## config.mk

```make
export PLATFORM = sky130hd
export DESIGN_NAME = stream_downsize
export DESIGN_NICKNAME = d
export VERILOG_FILES = /design/src/rtl/stream_pkg.sv /design/src/rtl/stream_prio_enc.sv /design/src/rtl/stream_downsize.sv
export SDC_FILE = /design/constraint.sdc
export NUM_CORES = 1
export LEC_CHECK = 0
export CORE_MARGIN = 5
export CORE_UTILIZATION = 44
export DETAILED_ROUTE_END_ITERATION = 10
export PLACE_DENSITY = 0.81
export SYNTH_ARGS = -nofsm -noshare
export SYNTH_HDL_FRONTEND = slang
export SYNTH_SLANG_ARGS = --single-unit
```

## constraint.sdc

```tcl
create_clock -name clk -period 6 [get_ports clk]
set_input_delay 1.8 -clock clk [delete_from_list [all_inputs] [get_ports clk]]
set_output_delay 1.8 -clock clk [all_outputs]
set_load 0.005 [all_outputs]
```

## src/rtl/stream_pkg.sv

```systemverilog
// Shared constants and helpers for the stream width converters.
// Used by stream_downsize and its upsizing counterpart.
package stream_pkg;

   localparam int T_DATA_WIDTH_DEF = 8;
   localparam int T_DATA_RATIO_DEF = 16;
   localparam int IDX_W            = $clog2(T_DATA_RATIO_DEF);

   // Widest keep mask the helper below accepts; narrower masks are zero-extended.
   localparam int MASK_MAX = 64;

   function automatic logic onehot_or_zero(input logic [MASK_MAX-1:0] mask);
      return (mask & (mask - MASK_MAX'(1))) == '0;
   endfunction

endpackage

```

## src/rtl/stream_prio_enc.sv

```systemverilog
// Lowest-set-bit priority encoder; purely combinational.
// idx_o is 0 when no bit is set (check any_o).
module stream_prio_enc #(
   parameter int N = 16,
   localparam int IW = (N > 1) ? $clog2(N) : 1
) (
   input  logic [N-1:0]  mask_i,
   output logic [IW-1:0] idx_o,
   output logic          any_o
);

   // NOTE: every always_comb output gets a default first so no latch is inferred.
   always_comb begin
      idx_o = '0;
      any_o = |mask_i;
      for (int i = N - 1; i >= 0; i--) begin
         if (mask_i[i]) idx_o = IW'(i);
      end
   end

endmodule

```

## src/rtl/stream_downsize.sv

```systemverilog
// Wide-to-narrow stream converter: emits the kept words of each wide beat,
// one per cycle, lowest index first.
module stream_downsize
   import stream_pkg::*;
#(
   parameter int T_DATA_WIDTH = T_DATA_WIDTH_DEF,
   parameter int T_DATA_RATIO = T_DATA_RATIO_DEF
) (
   input  logic                                      clk,
   input  logic                                      rst_n,
   input  logic [T_DATA_RATIO-1:0][T_DATA_WIDTH-1:0] s_data_i,
   input  logic [T_DATA_RATIO-1:0]                   s_keep_i,
   input  logic                                      s_last_i,
   input  logic                                      s_valid_i,
   output logic                                      s_ready_o,
   output logic [T_DATA_WIDTH-1:0]                   m_data_o,
   output logic                                      m_last_o,
   output logic                                      m_valid_o,
   input  logic                                      m_ready_i
);

   localparam int IW = $clog2(T_DATA_RATIO);

   logic [T_DATA_RATIO-1:0][T_DATA_WIDTH-1:0] buf_q;
   logic [T_DATA_RATIO-1:0]                   rem_keep_q, rem_keep_d;
   logic                                      buf_last_q, buf_last_d;

   logic [IW-1:0] idx;
   logic          any;
   logic          single;
   logic          s_fire;
   logic          m_fire;

   stream_prio_enc #(.N(T_DATA_RATIO)) u_prio_enc (
      .mask_i (rem_keep_q),
      .idx_o  (idx),
      .any_o  (any)
   );

   assign single    = onehot_or_zero(MASK_MAX'(rem_keep_q));
   assign m_valid_o = any;
   assign m_data_o  = any ? buf_q[idx] : '0;
   assign m_last_o  = buf_last_q && any && single;

   // Refill is allowed while the final kept word is leaving, so beats chain without bubbles.
   assign s_ready_o = !any || (m_ready_i && single);
   assign s_fire    = s_valid_i && s_ready_o;
   assign m_fire    = any && m_ready_i;

   always_comb begin
      rem_keep_d = rem_keep_q;
      buf_last_d = buf_last_q;
      if (m_fire) rem_keep_d = rem_keep_q & ~(T_DATA_RATIO'(1) << idx);
      if (s_fire) begin
         rem_keep_d = s_keep_i;
         buf_last_d = s_last_i;
      end
   end

   // NOTE: sequential state uses non-blocking assignments so all registers update together.
   always_ff @(posedge clk or negedge rst_n) begin
      if (!rst_n) begin
         rem_keep_q <= '0;
         buf_last_q <= 1'b0;
      end else begin
         rem_keep_q <= rem_keep_d;
         buf_last_q <= buf_last_d;
      end
   end

   // NOTE: the data buffer is not reset; it is only observed through rem_keep_q, which is.
   always_ff @(posedge clk) begin
      if (s_fire) buf_q <= s_data_i;
   end

endmodule

```

==> results.cfg <==
[sta]
holdWs_ps = 519
setup_tns_ps = 0
final.setup_skew_ps = 13.8
worstMarginPinSlew_ps = 917
hold_viol = 0
relSlewSlack = 0.381
min_period_ps = 5750
clock.fmax_ghz = 0.174
maxSlewViolCount = 0
fin_crit_sh = 0.958
rsz0062_at_grt = false
finalSetupViolCount = 0

[placed_design]
hpwl_um = 12400
placed_area_um2 = 7950
gp_routability_congestion = 0.888
io_buffer_count = 159

[worst_hold_path]
hold_path.class = flip-flop to flip-flop

[worst_setup_path]
cpPeakStageDelay_ps = 770
slowest_stage = o311ai_0
cp-start-kind = flip-flop
crit_chain = nor2_1 > o311ai_0 > o311ai_0 > a31oi_2 > buf_4 > o221a_2 > a22oi_1 > o21ai_0 > clkdlybuf4s50_1
cp_max_fo = 23
critPathRequiredTime_ps = 4200
path_delay_family = compound AO/OA/AOI/OAI gates
worstSetupEndpointType = output pin
crit_path_frequent_cell = o311ai_0
arrival_ps = 3950
path_class = flip-flop to output pin
cp.buffers_inverters = 2

[layout]
drive_gt1_frac = 0.0969
final_common_cell = clkdlybuf4s50_1
nets = 755
final_cell_mix = clkdlybuf4s50_1, edfxtp_1, nand2_1
syn2layout_area_growth_pct = 37.9
fillers = 1043
n_antenna_cell = 0
final_cell_area_um2 = 8540

[die]
die_h_um = 129
dieArea_um2 = 16500
die_w_um = 129
coreArea_um2 = 13800
row_count = 43
start_util = 0.448
pin_count = 160

[clocking]
cts_setup_buffers = 0
cts_tree = built
cts_buffer_depth = 2
insertion_delay_ps = 420
cts_buffers = 17
holdBufCountCts = 0
htree_levels = 4
cts_root_buf = clkbuf_16
post_cts_resized = 0
clock-sinks = 145
clk_pin_slew_worst_paths_ps = 60

[synthesis]
ys_seq_elements = 145
synth-async-reset-ratio = 0.117
synth_flop_cell = edfxtp_1
synth_edf_count = 128
synthCells = 449
syn_area_um2 = 6190
yosysWarnings = 0
synth_seq_area_share = 0.690
synth_fp_nets = 598
yosysUniqueCellTypes = 57
avgSynthCellArea_um2 = 13.8

[global_routing]
antenna_found_initial = 0
grt_pass1_vias = 4683
grt_pass1_wl_um = 25800
grt_max_degree = 113
grt_usage = 0.209
overflow = 0

[route]
ant_nets = 0
via_per_inst = 5.91
vias = 4723
drtIter0Drc = 678
wl_per_cell_um = 21.6
first_pass_iters = 7
wirelength_um = 17300
drc = 0

[power]
vdd_drop_max_uv = 777
p_leak_nw = 2.98
power_mw = 5.93
cellPowerDensity_nw_per_um2 = 695

[outcome]
outcome = finished, final reports clean

[flow_run]
maxCapViolations = 0
routing by layer:
| metal | global-route usage | wire (µm) | part of all wire | vias up |
|---|---|---|---|---|
| li1 | - | - | - | 2139 |
| met1 | 0.273 | 6720 | 0.39 | 2283 |
| met2 | 0.334 | 8560 | 0.50 | 264 |
| met3 | 0.0540 | 1490 | 0.086 | 37 |
| met4 | 0.0852 | 489 | 0.028 | 0 |
| met5 | 0 | 0 | 0 | - |
through the flow:
step	utilization	setup slack (ps)	cells
after global routing	0.617	77.4	799
final	0.617	254	799
after floorplan	-	299	449
after global placement	0.575	906	767
after CTS	0.617	331	799
after detailed placement	0.575	816	767
registers in the layout (all words and copies together), names as in the netlist:
register,cells
rem_keep_q,16
buf_q,128
buf_last_q,1
final timing paths:
| check | endpoint | start | cells after the start | slack [ps] |
|---|---|---|---|---|
| max in group asynchronous | rem_keep_q[14]$_DFFE_PN0P_ | rst_n | 1 | 3620 |
| setup reg to reg | buf_q[78]$_DFFE_PP_ | rem_keep_q[0]$_DFFE_PN0P_ | 8 | 2140 |
| min in group asynchronous | rem_keep_q[7]$_DFFE_PN0P_ | rst_n | 1 | 1860 |
| hold reg to reg | buf_last_q$_DFFE_PN0P_ | buf_last_q$_DFFE_PN0P_ | 1 | 520 |
| setup / recovery | m_data_o[7] | rem_keep_q[14]$_DFFE_PN0P_ | 9 | 250 |
| hold / removal | buf_last_q$_DFFE_PN0P_ | buf_last_q$_DFFE_PN0P_ | 1 | 520 |
Yosys cell counts, types with 3 or more instances:
| cell | n | area share |
|---|---|---|
| edfxtp_1 | 128 | 0.62 |
| nand2_1 | 33 | 0.020 |
| and3_1 | 28 | 0.028 |
| o21ai_0 | 25 | 0.020 |
| clkbuf_1 | 23 | 0.014 |
| nor2_1 | 23 | 0.014 |
| a21oi_1 | 20 | 0.016 |
| a211oi_1 | 17 | 0.021 |
| dfrtp_1 | 17 | 0.069 |
| o221ai_1 | 17 | 0.024 |
| nor4_1 | 10 | 0.010 |
| a22oi_1 | 7 | 0.0085 |
| o22a_1 | 7 | 0.0099 |
| a211o_1 | 6 | 0.0085 |
| inv_1 | 6 | 0.0036 |
| nor3_1 | 6 | 0.0049 |
| o221a_2 | 6 | 0.011 |
| buf_6 | 4 | 0.0073 |
| nand2b_1 | 4 | 0.0040 |
| o31ai_1 | 4 | 0.0049 |
| or2_2 | 4 | 0.0040 |
| a2111o_1 | 3 | 0.0055 |
| a21boi_0 | 3 | 0.0036 |
| a221oi_1 | 3 | 0.0042 |
| a31oi_1 | 3 | 0.0030 |
| o211ai_1 | 3 | 0.0036 |
| o41ai_1 | 3 | 0.0042 |
area by class of cell:
cell class | instances | area, µm² | area share
Timing Repair Buffer | 166 | 1660 | 0.194
Clock inverter | 15 | 156 | 0.0183
Inverter | 6 | 22.5 | 0.00264
Tap cell | 180 | 225 | 0.0264
Multi-Input combinational cell | 270 | 1780 | 0.209
Clock buffer | 17 | 425 | 0.0498
Sequential cell | 145 | 4270 | 0.500
where the power goes:
part	switching [mW]	internal [mW]	total [mW]
Sequential	0.144	1.44	1.59
Combinational	1.94	1.37	3.30
Clock	0.425	0.616	1.04
logic make-up (layout without fill, tap and decap cells):
group | count (synthesis) | in the layout | synth area share
AO/OA/AOI/OAI | 148 | 148 | 0.181
adder cells (fa/ha/maj) | 1 | 1 | 0.00162
buffers and inverters | 34 | 204 | 0.0255
flip-flops | 145 | 145 | 0.690
multiplexers | 3 | 3 | 0.00586
AND/OR/NAND/NOR | 118 | 118 | 0.0966
No activity file was read; power rests on OpenSTA's default activity.
